===== src/rtl/tekno_flash_pkg.sv =====
// Shared definitions for the iomem SPI flash reader.
//   FLASH_CMD_READ : opcode of the plain (slow) READ command
//   FRAME_LEN      : bits per SPI frame (8 cmd + 24 addr + 32 data)
//   BIT_CNT_W      : width of the in-frame bit counter (0..63)
//   state_t        : responder FSM states
//   le_word()      : reorders bytes received MSB-first into a little-endian word
package tekno_flash_pkg;

  localparam logic [7:0] FLASH_CMD_READ = 8'h03;
  localparam int         FRAME_LEN      = 64;
  localparam int         BIT_CNT_W      = 7;

  typedef enum logic [2:0] {
    ST_IDLE,
    ST_WACK,
    ST_SETUP,
    ST_SHIFT,
    ST_HOLD,
    ST_DONE,
    ST_GAP
  } state_t;

  // The shift register holds {b0,b1,b2,b3} with the first byte received on
  // top; the bus wants the first byte at the lowest address.
  function automatic logic [31:0] le_word(input logic [31:0] rx);
    return {rx[7:0], rx[15:8], rx[23:16], rx[31:24]};
  endfunction

endpackage


===== src/rtl/spi_bit_engine.sv =====
// SPI mode-0 bit engine: half-period timing, 64-bit shift-out, shift-in, SCK.
//   clk_i, rst_ni : system clock, asynchronous active-low reset
//   load_i        : capture tx_i (frame accepted this cycle)
//   tx_i          : 64-bit outgoing frame, MSB sent first
//   active_i      : frame in progress (setup, shift or hold phase)
//   shift_i       : bit-shifting phase
//   miso_i        : serial data from the flash
//   tick_o        : last cycle of the current half-period
//   done_o        : last cycle of the final bit's high phase
//   sck_o, mosi_o : SPI clock and data to the flash
//   rx_o          : last 32 bits received, first bit in rx_o[31]
module spi_bit_engine
  import tekno_flash_pkg::*;
#(
  parameter int CLK_DIV = 2
) (
  input  logic                 clk_i,
  input  logic                 rst_ni,
  input  logic                 load_i,
  input  logic [FRAME_LEN-1:0] tx_i,
  input  logic                 active_i,
  input  logic                 shift_i,
  input  logic                 miso_i,
  output logic                 tick_o,
  output logic                 done_o,
  output logic                 sck_o,
  output logic                 mosi_o,
  output logic [31:0]          rx_o
);

  localparam int HP_W = $clog2(CLK_DIV + 1);

  logic [HP_W-1:0]      hp_cnt_q;
  logic [BIT_CNT_W-1:0] bit_cnt_q;
  logic                 sck_q;
  logic [FRAME_LEN-1:0] tx_q;
  logic [31:0]          rx_q;
  logic                 last_bit;

  assign tick_o   = active_i && (hp_cnt_q == HP_W'(CLK_DIV - 1));
  assign last_bit = (bit_cnt_q == BIT_CNT_W'(FRAME_LEN - 1));
  assign done_o   = shift_i && tick_o && sck_q && last_bit;
  assign sck_o    = sck_q;
  // Shifting happens as SCK falls, so MOSI changes on entry to each low phase.
  assign mosi_o   = tx_q[FRAME_LEN-1];
  assign rx_o     = rx_q;

  always_ff @(posedge clk_i or negedge rst_ni) begin
    if (!rst_ni) begin
      hp_cnt_q  <= '0;
      bit_cnt_q <= '0;
      sck_q     <= 1'b0;
      tx_q      <= '0;
    end else if (load_i) begin
      hp_cnt_q  <= '0;
      bit_cnt_q <= '0;
      sck_q     <= 1'b0;
      tx_q      <= tx_i;
    end else if (!active_i) begin
      hp_cnt_q <= '0;
      sck_q    <= 1'b0;
    end else begin
      hp_cnt_q <= tick_o ? '0 : hp_cnt_q + 1'b1;
      if (shift_i && tick_o) begin
        sck_q <= ~sck_q;
        if (sck_q) begin
          tx_q <= {tx_q[FRAME_LEN-2:0], 1'b0};
          if (!last_bit) begin
            bit_cnt_q <= bit_cnt_q + 1'b1;
          end
        end
      end
    end
  end

  // Sample once per bit, in the first cycle SCK is high. Only the final 32
  // samples survive in the register, which are exactly the data bits.
  always_ff @(posedge clk_i) begin
    if (shift_i && sck_q && (hp_cnt_q == '0)) begin
      rx_q <= {rx_q[30:0], miso_i};
    end
  end

endmodule


===== src/rtl/iomem_flash_reader.sv =====
// iomem-bus responder serving 32-bit reads from an SPI NOR flash (READ 0x03).
//   clk_i, rst_ni  : system clock, asynchronous active-low reset
//   iomem_valid_i  : request valid, held until ready
//   iomem_wstrb_i  : byte write strobes, zero for a read
//   iomem_addr_i   : byte address; window decode on the upper bits
//   iomem_ready_o  : one-cycle completion pulse for in-window requests
//   iomem_rdata_o  : read data, held until the next read completion
//   spi_cs_o       : flash chip select, active low
//   spi_sck_o      : SPI clock, mode 0
//   spi_mosi_o     : to flash SI
//   spi_miso_i     : from flash SO
// Writes are acknowledged without touching the flash.
module iomem_flash_reader
  import tekno_flash_pkg::*;
#(
  parameter logic [31:0] FLASH_BASE_ADDR = 32'h1000_0000,
  parameter logic [31:0] FLASH_MASK_ADDR = 32'h00ff_ffff,
  parameter int          CLK_DIV         = 2,
  parameter int          CS_GAP_CYCLES   = 4
) (
  input  logic        clk_i,
  input  logic        rst_ni,
  input  logic        iomem_valid_i,
  input  logic [3:0]  iomem_wstrb_i,
  input  logic [31:0] iomem_addr_i,
  output logic        iomem_ready_o,
  output logic [31:0] iomem_rdata_o,
  output logic        spi_cs_o,
  output logic        spi_sck_o,
  output logic        spi_mosi_o,
  input  logic        spi_miso_i
);

  localparam int GAP_W = $clog2(CS_GAP_CYCLES + 1);

  state_t               state_q, state_d;
  logic                 keep_q;
  logic [GAP_W-1:0]     gap_cnt_q;
  logic [31:0]          rdata_q;

  logic                 sel;
  logic                 load;
  logic                 frame_active;
  logic                 tick;
  logic                 done;
  logic [31:0]          spi_rx;
  logic [FRAME_LEN-1:0] tx_frame;

  assign sel  = iomem_valid_i && ((iomem_addr_i & ~FLASH_MASK_ADDR) == FLASH_BASE_ADDR);
  assign load = (state_q == ST_IDLE) && sel && (iomem_wstrb_i == 4'b0000);

  assign tx_frame     = {FLASH_CMD_READ, iomem_addr_i[23:2], 2'b00, 32'h0};
  assign frame_active = (state_q == ST_SETUP) || (state_q == ST_SHIFT) || (state_q == ST_HOLD);

  // CS follows the state register so an asynchronous reset releases it at once.
  assign spi_cs_o      = ~frame_active;
  assign iomem_ready_o = (state_q == ST_WACK) || ((state_q == ST_DONE) && keep_q);
  assign iomem_rdata_o = rdata_q;

  spi_bit_engine #(
    .CLK_DIV (CLK_DIV)
  ) u_engine (
    .clk_i    (clk_i),
    .rst_ni   (rst_ni),
    .load_i   (load),
    .tx_i     (tx_frame),
    .active_i (frame_active),
    .shift_i  (state_q == ST_SHIFT),
    .miso_i   (spi_miso_i),
    .tick_o   (tick),
    .done_o   (done),
    .sck_o    (spi_sck_o),
    .mosi_o   (spi_mosi_o),
    .rx_o     (spi_rx)
  );

  always_comb begin
    state_d = state_q;
    case (state_q)
      ST_IDLE:  if (sel) state_d = (iomem_wstrb_i != 4'b0000) ? ST_WACK : ST_SETUP;
      ST_WACK:  state_d = ST_IDLE;
      ST_SETUP: if (tick) state_d = ST_SHIFT;
      ST_SHIFT: if (done) state_d = ST_HOLD;
      ST_HOLD:  if (tick) state_d = ST_DONE;
      // DONE already counts as the first CS-high cycle of the gap.
      ST_DONE:  state_d = (CS_GAP_CYCLES > 1) ? ST_GAP : ST_IDLE;
      ST_GAP:   if (gap_cnt_q == GAP_W'(CS_GAP_CYCLES - 2)) state_d = ST_IDLE;
      default:  state_d = ST_IDLE;
    endcase
  end

  always_ff @(posedge clk_i or negedge rst_ni) begin
    if (!rst_ni) begin
      state_q   <= ST_IDLE;
      keep_q    <= 1'b0;
      gap_cnt_q <= '0;
      rdata_q   <= '0;
    end else begin
      state_q <= state_d;
      // A master that lets valid drop mid-frame has abandoned the read; the
      // frame still runs to completion but its data is discarded.
      if (load) begin
        keep_q <= 1'b1;
      end else if (frame_active) begin
        keep_q <= keep_q & iomem_valid_i;
      end
      if ((state_q == ST_HOLD) && tick && keep_q && iomem_valid_i) begin
        rdata_q <= le_word(spi_rx);
      end
      if (state_q == ST_DONE) begin
        gap_cnt_q <= '0;
      end else if (state_q == ST_GAP) begin
        gap_cnt_q <= gap_cnt_q + 1'b1;
      end
    end
  end

endmodule

===== config.mk =====
export PLATFORM = sky130hd
export DESIGN_NAME = iomem_flash_reader
export DESIGN_NICKNAME = d
export VERILOG_FILES = /design/src/rtl/tekno_flash_pkg.sv /design/src/rtl/spi_bit_engine.sv /design/src/rtl/iomem_flash_reader.sv
export SDC_FILE = /design/constraint.sdc
export NUM_CORES = 1
export LEC_CHECK = 0
export CORE_ASPECT_RATIO = 1.4
export CORE_MARGIN = 5
export CORE_UTILIZATION = 55
export DETAILED_ROUTE_END_ITERATION = 16
export PLACE_DENSITY = 0.83
export SLEW_MARGIN = 0
export SYNTH_ARGS = -nofsm -noshare
export SYNTH_HDL_FRONTEND = slang
export SYNTH_SLANG_ARGS = --single-unit

===== constraint.sdc =====
create_clock -name clk_i -period 14.29 [get_ports clk_i]
set_input_delay 3.5725 -clock clk_i [delete_from_list [all_inputs] [get_ports clk_i]]
set_output_delay 3.5725 -clock clk_i [all_outputs]
set_load 0.05 [all_outputs]

==> results.yml, run 1 <==
status:
  outcome: "finished clean"
routing:
  wl_per_cell_microns: 17.6
  drtAntennaViolNets: 0
  dr.first_iter.drc_count: 171
  via_per_inst: 5.97
  drcViolationCount: 0
  drt_pass1_iterations: 5
  vias: 3045
  drt_wl_total_microns: 9000
worst_setup_path:
  max_stage_delay_ns: 0.85
  crit_arrival_ns: 2.53
  cp_top_family: "buffers and inverters"
  crit_type: "flop to output pin"
  cp_slowest_cell: "clkdlybuf4s50_1"
  startpoint_type: "flop"
  end_kind: "output pin"
  path_buf_inv: 1
  crit_required_ns: 10.72
  crit_chain: "nor2b_4, a21oi_1, clkdlybuf4s50_1"
  path_max_fanout: 31
synthesis:
  synthDistinctLibCells: 43
  ys_ff_latch: 111
  synth_seq_area_share_pct: 65.4
  yosys_warnings: 0
  syn_area_per_cell_sq_um: 13.4
  synthArstFlopShare_pct: 71.2
  syn_nets: 378
  synth_flop_cell: "dfrtp_1"
  synth_cells: 335
  synth-edff-count: 32
  synth_area_sq_um: 4490
worst_hold_path:
  hold_path_class: "flop to flop"
cts:
  clock-sinks: 111
  cts_max_level: 3
  cts_buffers: 9
  hold_buffers: 0
  clockRootBuffer: "clkbuf_16"
  cts_tree: "built"
  clock_latency_ns: 0.34
  cts_max_path_buffers: 2
  clkTransAtPathRegs_ns: 0.07
  post-cts-setup-buffers: 0
  ctsResizeCount: 0
finish:
  multi_input_area_sq_um: 1450
  fin_nets: 446
  postLayoutCoreUtil_pct: 69.6
  fin_area_sq_um: 5600
  num-fill-cells: 558
  ff_latch_area_sq_um: 2940
  syn2layout_area_growth_pct: 24.7
  n_antenna_cell: 0
  drive_gt1_share_pct: 14.5
sta:
  max_freq_mhz: 164
  finalCriticalPeriod_ns: 6.10
  finalCritPeriodShare_pct: 42.7
  finClkSkew_ns: 0.0136
  setup_viol: 0
  hold_slack_ns: 0.458
  final_hold_viol_count: 0
  tightest_slew_ns: 0.972
  slew_viol_final: 0
  fin_tns_setup_ns: 0
  rsz0062_at_grt: "no"
  slew_headroom_pct: 35.2
die:
  fp-row-count: 39
  die_w_microns: 86.4
  ioPinCount: 76
  core-area_sq_um: 8050
  die_h_microns: 117
  initial_core_util_pct: 55.8
  dieArea_sq_um: 10100
global_routing:
  grt_max_degree: 80
  grt_antenna_before_repair: 0
  grt_pass1_vias: 3083
  overflow: 0
  grt_use_total_pct: 19.0
  grt_pass1_wl_microns: 15100
placement:
  place_area_sq_um: 5270
  port_buffers: 73
  dp_hpwl_microns: 5930
  routabilityCongestion: 0.776
power:
  ir_drop_v: 0.000104
  p_leak_nw: 2.48
  power_density_nw_per_um2: 133
run:
  maxCapViolations: 0
## layout by cell type, fill, tap and decap left out, types with 4 or more instances in the layout
cell | synthesis | layout
mux2_2 | 29 | 29
dfrtp_1 | 79 | 79
a21oi_1 | 12 | 12
o21ai_0 | 20 | 20
inv_8 | 0 | 5
clkbuf_16 | 0 | 9
a221o_1 | 21 | 21
nand2_1 | 25 | 25
nor3_1 | 5 | 5
nor2b_1 | 4 | 4
nand3_1 | 6 | 6
nor2_1 | 10 | 10
edfxtp_1 | 32 | 32
and3_1 | 27 | 27
clkdlybuf4s50_1 | 0 | 72
## cell type report
| class | count | share of cell area [%] |
|---|---|---|
| clock inverters | 7 | 1.83 |
| well taps | 102 | 2.28 |
| clock buffers | 9 | 4.02 |
| multi-input cells | 203 | 26.0 |
| flip-flops and latches | 111 | 52.4 |
| repair buffers | 75 | 13.3 |
| inverters | 3 | 0.201 |
## synth_stat cells, types with 3 or more instances
library cell / number / area, sq um
dfrtp_1: 79 / 1980
edfxtp_1: 32 / 961
mux2_2: 29 / 327
and3_1: 27 / 169
nand2_1: 25 / 93.8
a221o_1: 21 / 210
o21ai_0: 20 / 100
a21oi_1: 12 / 60.1
nor2_1: 10 / 37.5
buf_2: 9 / 45.0
clkbuf_1: 7 / 26.3
nand3_1: 6 / 30.0
nor3_1: 5 / 25.0
nor2b_1: 4 / 25.0
ha_1: 3 / 37.5
inv_1: 3 / 11.3
mux2_1: 3 / 33.8
nand4_1: 3 / 18.8
nor4_1: 3 / 18.8
o22ai_1: 3 / 18.8
or4_1: 3 / 22.5
## layer usage
layer  global-route usage (%)  vias to the layer above  routed length, microns
met5                        0                        -                       0
met4                     7.90                        0                      92
met2                     30.9                      103                    4590
met1                     25.3                     1534                    3830
li1                         -                     1402                       -
met3                     3.50                        6                     489
## through the flow
step / total power [mW] / setup WS (ns) / cells
6_report: 0.747 / 8.19 / 510
5_1_grt: 0.781 / 8.00 / 510
4_1_cts: 0.754 / 8.17 / 510
3_5_place_dp: 0.485 / 8.48 / 494
3_3_place_gp: 0.481 / 8.52 / 494
2_1_floorplan: 0.451 / 9.16 / 335
## final timing paths
path / startpoint / end / slack (ns) / cells after the start
hold / removal: u_engine.rx_o[0] / u_engine.rx_o[1] / 0.46 / 0
setup / recovery: state_q[2] / spi_cs_o / 8.19 / 3
setup reg to reg: state_q[0] / u_engine.tx_q[53] / 11.51 / 4
min in group asynchronous: rst_ni / iomem_rdata_o[12] / 3.40 / 1
max in group asynchronous: rst_ni / u_engine.hp_cnt_q[0] / 10.28 / 1
hold reg to reg: u_engine.rx_o[0] / u_engine.rx_o[1] / 0.46 / 0
## worst register-to-register path, stage by stage (launching register included)
cell,delay [ns]
dfrtp_1,0.63
and4b_1,0.78
and2_1,0.54
a31oi_2,0.28
a221o_1,0.44
## power by group
group,switching [mW],total [mW],internal [mW]
Clock,0.124,0.268,0.144
Sequential,0.0247,0.392,0.367
Combinational,0.0519,0.0878,0.0359
## state kept, by name, indices dropped and copies added, names as in the netlist
name                count
iomem_rdata_o          32
u_engine.rx_o          32
u_engine.tx_q          30
u_engine.bit_cnt_q      7
gap_cnt_q               3
state_q                 3
u_engine.hp_cnt_q       2
keep_q                  1
u_engine.sck_o          1
## cell families after synthesis
| logic type | after synthesis | synth area share, % |
|---|---|---|
| flops | 111 | 65.4 |
| simple gates | 104 | 13.2 |
| compound gates | 64 | 10.2 |
| mux | 32 | 8.02 |
| fa+ha+maj | 3 | 0.836 |
| buf+inv | 21 | 2.34 |
Power figures use the tool's default switching activity.
==> run 2: changes to the inputs <==
CORE_UTILIZATION = 48   (was 55)
PLACE_DENSITY = 0.77   (was 0.83)
clock period = 5.3 ns   (was 14.29 ns; I/O delays follow)
==> run 2 against run 1 <==
- critical path depth is the same
- wire length shrank 1.3%
- non-clock buffer count is the same
- combinational power grew to 2.7 times the previous value
- count of clock-buffer cells in the layout is the same
- sequential share of layout area is essentially flat
- sequential cell count is the same
- final cell count grew 0.98%
- via count shrank 1.4%
==> results.yml, run 2 (synthesis gave the netlist of run 1 again) <==
power:
  ir_drop_v: 0.000142
  swShare_pct: 26.5
  pwr-share-clk_pct: 35.3
  p_int_mw: 1.47
  p_leak_nw: 2.48
  combPwrFrac_pct: 11.9
  power_density_nw_per_um2: 357
  power_switching_uw: 529
  sequentialPowerShare_pct: 52.8
sta:
  finalCritPeriodShare_pct: 72.6
  max_freq_mhz: 260
  hold_slack_ns: 0.455
  finClkSkew_ns: 0.00918
  finalWorstSetupSlack_ns: 1.45
  final_hold_viol_count: 0
  rsz0062_at_grt: "no"
  slew_viol_final: 0
  setup_viol: 0
  tightest_slew_ns: 1.04
  slew_headroom_pct: 30.5
  fin_tns_setup_ns: 0
  finalCriticalPeriod_ns: 3.85
routing:
  dr.first_iter.drc_count: 164
  wl_per_cell_microns: 17.2
  met2RoutedLength_microns: 4530
  via_per_inst: 5.83
  drcViolationCount: 0
  drt_wl_total_microns: 8880
  vias: 3001
  top_layer_used: "met4"
  drtAntennaViolNets: 0
  routed-wl-met3_microns: 461
  drt_pass1_iterations: 4
  met1_length_microns: 3830
cts:
  hold_buffers: 0
  cts_buffers: 9
  ctsResizeCount: 0
  clkTransAtPathRegs_ns: 0.08
  post-cts-setup-buffers: 0
  clockRootBuffer: "clkbuf_16"
  cts_max_level: 3
  cts_tree: "built"
  clock_latency_ns: 0.34
  clock-sinks: 111
  cts_max_path_buffers: 2
global_routing:
  grt_use_total_pct: 15.7
  grt_pass1_vias: 2978
  grt_pass1_wl_microns: 14600
  grt_max_degree: 80
  overflow: 0
  grt_antenna_before_repair: 0
worst_setup_path:
  path_max_fanout: 31
  path_buf_inv: 1
  r2r_cells: 4
  max_stage_delay_ns: 0.86
  crit_required_ns: 3.97
  crit_chain: "nor2b_4, a21oi_1, clkdlybuf4s50_1"
  crit_type: "flop to output pin"
  crit_arrival_ns: 2.52
  path_depth: 3
  cp_top_family: "buffers and inverters"
  cp_slowest_cell: "clkdlybuf4s50_1"
  end_kind: "output pin"
  startpoint_type: "flop"
run:
  maxCapViolations: 0
die:
  die_w_microns: 91.7
  ioPinCount: 76
  core-area_sq_um: 9080
  initial_core_util_pct: 49.5
  fp-row-count: 41
  die_h_microns: 124
  dieArea_sq_um: 11400
finish:
  final_common_cell: "dfrtp_1"
  ff_latch_area_sq_um: 2940
  fin_area_sq_um: 5600
  final_cell_mix: "79 x dfrtp_1, 72 x clkdlybuf4s50_1, 32 x edfxtp_1, 29 x mux2_2, 27 x and3_1"
  fin_nets: 446
  drive_gt1_share_pct: 14.5
  syn2layout_area_growth_pct: 24.8
  n_antenna_cell: 0
  num-fill-cells: 697
  multi_input_area_sq_um: 1450
worst_hold_path:
  min_path_cells: 0
  hold_path_class: "flop to flop"
placement:
  place_area_sq_um: 5280
  routabilityCongestion: 0.743
  port_buffers: 73
  dp_slack_ns: 1.80
  dp_hpwl_microns: 5870
status:
  outcome: "finished clean"
==> run 2: through the flow <==
step           util, %  power, mW  std cells
5_1_grt           61.7       2.10        515
4_1_cts           61.7       2.02        515
3_5_place_dp      58.2       1.31        499
3_3_place_gp      58.2       1.30        499
2_1_floorplan        -       1.22        335
6_report          61.7       2.00        515
==> run 2: layer usage <==
metal	global-route usage (%)	vias to the layer above
met1	20.8	1514
met2	26.0	84
met3	3.63	4
met5	0	-
met4	4.29	0
li1	-	1399
==> run 2: cell type report <==
| cell class | instances | share of cell area [%] |
|---|---|---|
| Clock buffer | 9 | 4.02 |
| Clock inverter | 7 | 1.74 |
| Tap cell | 107 | 2.39 |
| Timing Repair Buffer | 75 | 13.3 |
| Inverter | 3 | 0.201 |
| Multi-Input combinational cell | 203 | 25.9 |
| Sequential cell | 111 | 52.4 |
==> run 2: power by group through the flow <==
stage | logic, mW | clock network (mW) | registers, mW
floorplan | 0.146 | 0 | 1.07
global route | 0.264 | 0.766 | 1.07
detailed placement | 0.238 | 0 | 1.07
global placement | 0.230 | 0 | 1.07
finish | 0.237 | 0.706 | 1.06
CTS | 0.240 | 0.727 | 1.06
==> run 2: path summary, 6_finish.rpt <==
path	start	to	slack [ns]
worst max-delay path	state_q[2]	spi_cs_o	1.45
worst min-delay path	u_engine.rx_o[22]	u_engine.rx_o[23]	0.45
worst max register to register	state_q[0]	u_engine.tx_q[52]	2.54
worst min register to register	u_engine.rx_o[22]	u_engine.rx_o[23]	0.45
max in group asynchronous	rst_ni	u_engine.tx_q[60]	3.52
min in group asynchronous	rst_ni	iomem_rdata_o[11]	1.12
==> run 3: changes to the inputs <==
CORE_UTILIZATION = 53   (was 48)
PLACE_DENSITY = 0.81   (was 0.77)
clock period = 3.65 ns   (was 5.3 ns; I/O delays follow)
==> run 3 against run 2 <==
- first-iteration DRC count decreased by 25%
- via count decreased by 0.70%
- worst hold slack got worse by 0.0073 ns
- global-route usage increased by 1.7 points
- die area decreased by 8.6%
- sequential power increased by 44%
- sequential share of layout area increased by 0.15 points
- clock skew decreased by 0.0016 ns
- critical endpoint unchanged
- largest cell class unchanged
- largest power group unchanged
- highest routed layer unchanged
==> results.yml, run 3 (synthesis gave the netlist of run 1 again) <==
status:
  outcome: "finished clean"
worst_setup_path:
  crit_type: "flop to output pin"
  end_kind: "output pin"
  startpoint_type: "flop"
  crit_arrival_ns: 2.28
  crit_required_ns: 2.74
  r2r_slack_ns: 1.03
  path_max_fanout: 19
placement:
  dp_hpwl_microns: 5870
  port_buffers: 73
  routabilityCongestion: 0.769
finish:
  num-fill-cells: 600
  final_common_cell: "dfrtp_1"
  n_antenna_cell: 0
  fin_nets: 449
  final_cell_mix: "79 x dfrtp_1, 72 x clkdlybuf4s50_1, 32 x edfxtp_1, 29 x mux2_2, 27 x and3_1"
  multi_input_area_sq_um: 1460
  drive_gt1_share_pct: 14.8
  syn2layout_area_growth_pct: 24.4
  ff_latch_area_sq_um: 2940
sta:
  final_hold_viol_count: 0
  slew_headroom_pct: 32.2
  max_freq_mhz: 313
  setup_viol: 0
  finalCritPeriodShare_pct: 87.5
  tightest_slew_ns: 1.01
  finalCriticalPeriod_ns: 3.19
  rsz0062_at_grt: "no"
  finClkSkew_ns: 0.00762
  slew_viol_final: 0
  fin_tns_setup_ns: 0
  hold_slack_ns: 0.448
routing:
  wl_per_cell_microns: 17.0
  vias: 2980
  dr.first_iter.drc_count: 123
  drt_pass1_iterations: 4
  drt_wl_total_microns: 8730
  drcViolationCount: 0
  drtAntennaViolNets: 0
  via_per_inst: 5.81
worst_hold_path:
  hold_path_class: "flop to flop"
die:
  dieArea_sq_um: 10400
  die_h_microns: 119
  ioPinCount: 76
  fp-row-count: 39
  core-area_sq_um: 8200
  die_w_microns: 87.8
  initial_core_util_pct: 54.8
cts:
  cts_tree: "built"
  ctsResizeCount: 0
  cts_buffers: 9
  hold_buffers: 0
  cts_max_level: 3
  cts_max_path_buffers: 2
  clockRootBuffer: "clkbuf_16"
  clkTransAtPathRegs_ns: 0.07
  post-cts-setup-buffers: 0
  clock-sinks: 111
  clock_latency_ns: 0.35
global_routing:
  overflow: 0
  grt_use_total_pct: 17.4
  grt_pass1_vias: 2998
  grt_pass1_wl_microns: 14300
  grt_antenna_before_repair: 0
  grt_max_degree: 80
run:
  maxCapViolations: 0
power:
  ir_drop_v: 0.000314
  power_density_nw_per_um2: 502
  p_leak_nw: 2.48
==> run 3: per-stage QoR <==
step | instance area (sq um) | power [mW] | instances | util (%) | setup WS, ns
6_report | 5590 | 2.81 | 513 | 68.1 | 0.457
5_1_grt | 5590 | 2.95 | 513 | 68.1 | 0.339
4_1_cts | 5590 | 2.84 | 513 | 68.1 | 0.442
3_5_place_dp | 5310 | 1.91 | 497 | 64.7 | 0.626
3_3_place_gp | 5310 | 1.89 | 497 | 64.7 | 0.681
2_1_floorplan | 4500 | 1.77 | 335 | - | 0.427
==> run 3: worst max-delay path: stages (launching register included) <==
cell             delay (ns)
dfrtp_1                0.76
nor2b_4                0.08
a21oi_1                0.23
clkdlybuf4s50_1        0.86
==> run 3: worst paths after layout <==
path / startpoint / end / cells past startpoint
min in group asynchronous: rst_ni / iomem_rdata_o[8] / 1
worst max register to register: state_q[2] / u_engine.tx_q[46] / 5
worst min register to register: u_engine.rx_o[27] / u_engine.rx_o[28] / 0
max in group asynchronous: rst_ni / iomem_rdata_o[23] / 1
worst max-delay path: state_q[2] / spi_cs_o / 3
worst min-delay path: u_engine.rx_o[27] / u_engine.rx_o[28] / 0
==> run 3: power breakdown <==
group	total [mW]	internal, mW	switching (mW)	leakage, nW
registers	1.53	1.44	0.0962	1.36
logic	0.350	0.145	0.204	0.981
clock network	0.923	0.489	0.434	0.142
==> run 3: layer usage <==
metal	vias up	global-route usage (%)	part of all wire, %
met5	-	0	0
met4	0	6.05	1.4
met3	8	4.56	6.1
met2	83	28.1	51
met1	1485	22.6	42
li1	1404	-	-
==> run 3: layout make-up <==
cell class | instances | area share (%)
Clock buffer | 11 | 4.34
Sequential cell | 111 | 52.6
Clock inverter | 5 | 0.694
Timing Repair Buffer | 78 | 13.7
Inverter | 3 | 0.202
Tap cell | 102 | 2.28
Multi-Input combinational cell | 203 | 26.2
==> RTL edit, RTL diff (settings of run 2) <==
Reset style: synchronous (`rst_ni`), changed in 2 clocked blocks. Comments in the files are not updated.
--- a/src/rtl/spi_bit_engine.sv
+++ b/src/rtl/spi_bit_engine.sv
@@ -46,5 +46,5 @@
   assign rx_o     = rx_q;
 
-  always_ff @(posedge clk_i or negedge rst_ni) begin
+  always_ff @(posedge clk_i) begin
     if (!rst_ni) begin
       hp_cnt_q  <= '0;
--- a/src/rtl/iomem_flash_reader.sv
+++ b/src/rtl/iomem_flash_reader.sv
@@ -90,5 +90,5 @@
   end
 
-  always_ff @(posedge clk_i or negedge rst_ni) begin
+  always_ff @(posedge clk_i) begin
     if (!rst_ni) begin
       state_q   <= ST_IDLE;
Function: differs if rst_ni is asserted again (counterexample within 4 cycles, from zero or initial values and one cycle with rst_ni low); with rst_ni held inactive, the same outputs for 10 cycles.
==> RTL edit against run 2 <==
  * Sequential cell count is the same
  * Clock skew is essentially flat
  * Critical path type unchanged
  * Combinational power shrank 18%
  * Setup slack gained 42 ps
  * Largest power group unchanged
  * Synthesized area shrank 0.89%
  * Register-to-register slack gained 290 ps
  * Highest routed layer unchanged
  * Routed wire length grew 3.2%
  * Clock power shrank 5.2%
  * Cell area shrank 2.8%
  * Total power shrank 11%
==> RTL edit: results (changes against run 2) <==
----------------------------------------------------
[Setup path]
  Reg2reg path depth ... 5 (was 4)
  Worst reg2reg path startpoint ... state_q[1] (was state_q[0])
  Critical Path Fanout Max ... 14 (was 31)
  CP startpoint ... state_q[2] (unchanged)

[Pwr]
  Leak Pwr ... 1.74 nW (was 2.48 nW)
  Design Power ... 1.77 mW (was 2.00 mW)
  IR drop worst, VDD ... 0.244 mV (was 0.142 mV)
  Int Pwr ... 1.30 mW (was 1.47 mW)
  Power consumed by the clock network ... 669 uW (was 706 uW)

[Yosys]
  Area share of fa/ha/maj cells after synthesis ... 0.0197 (was 0.00836)
  Number of different library cells in the post-synthesis netlist ... 58 (was 43)
  Synth top area cells ... sky130_fd_sc_hd__dfxtp_1 (36%), sky130_fd_sc_hd__edfxtp_1 (22%), sky130_fd_sc_hd__nand2_1 (10%) (was sky130_fd_sc_hd__dfrtp_1 (44%), sky130_fd_sc_hd__edfxtp_1 (21%), sky130_fd_sc_hd__mux2_2 (7.3%))
  Multiplexer area fraction after synthesis ... 0.00225 (was 0.0802)
  Compound-cell area share of the yosys netlist ... 0.160 (was 0.102)
  Synthesized netlist net count ... 501 (was 378)
  Async SR Flop Fraction ... 0 (was 0.712)

[STA]
  Fin Hold WS ... 452 ps (was 455 ps)
  Post-route fraction of the period consumed by the critical path ... 0.718 (was 0.726)
  Worst relative slew slack ... 0.256 (was 0.305)
  Clock tree skew after final layout ... 9.19 ps (was 9.18 ps)

[Layout]
  Number of non-clock buffers in the layout ... 78 (was 75)
  Number of non-clock inverters in the layout ... 10 (was 3)
  Number of nets in the final layout ... 556 (was 446)
  Area taken by flip-flops and latches ... 2540 sq um (was 2940 sq um)
  Clock-cell share of area ... 0.0549 (was 0.0576)
  Count of fill cells added during filler insertion ... 750 (was 697)
  Layout buffering overhead excluding clock cells ... 0.141 (was 0.133)
  Final design instance area without fill ... 5450 sq um (was 5600 sq um)

[Worst hold path]
  Hold path endpoint ... u_engine.tx_q[58] (was u_engine.rx_o[23])

[Drt]
  Detail Route met2 WL ... 4.63 mm (was 4.53 mm)
  Met3 wire length ... 471 um (was 461 um)
  Number of DRC violations after detailed-routing iteration 0 ... 221 (was 164)
  Number of vias per cell after detailed routing ... 5.58 (was 5.83)
  Routed wire length per instance ... 14.8 um (was 17.2 um)

[Outcome]
  Status ... complete, no violations (unchanged)

[Global route]
  Global-route usage over all layers ... 0.159 (was 0.157)
  First-pass GRT wire length ... 14.8 mm (was 14.6 mm)

----------------------------------------------------
RTL edit: cell count changes after synthesis, moves of 5 or more:
cell	change
sky130_fd_sc_hd__inv_1	+7
sky130_fd_sc_hd__nand2_1	+97
sky130_fd_sc_hd__a221o_1	-21
sky130_fd_sc_hd__and3_1	-24
sky130_fd_sc_hd__dfxtp_1	+79
sky130_fd_sc_hd__buf_4	+7
sky130_fd_sc_hd__o21ai_0	-12
sky130_fd_sc_hd__a311oi_1	+17
sky130_fd_sc_hd__a21oi_1	+40
sky130_fd_sc_hd__nor3_1	+15
sky130_fd_sc_hd__dfrtp_1	-79
sky130_fd_sc_hd__clkbuf_1	+5
sky130_fd_sc_hd__mux2_2	-29
RTL edit: metal layers:
layer	vias to the layer above	GRT usage
met4	0	0.0596
li1	1721	-
met2	82	0.281
met3	13	0.0423
met5	-	0
met1	1650	0.184
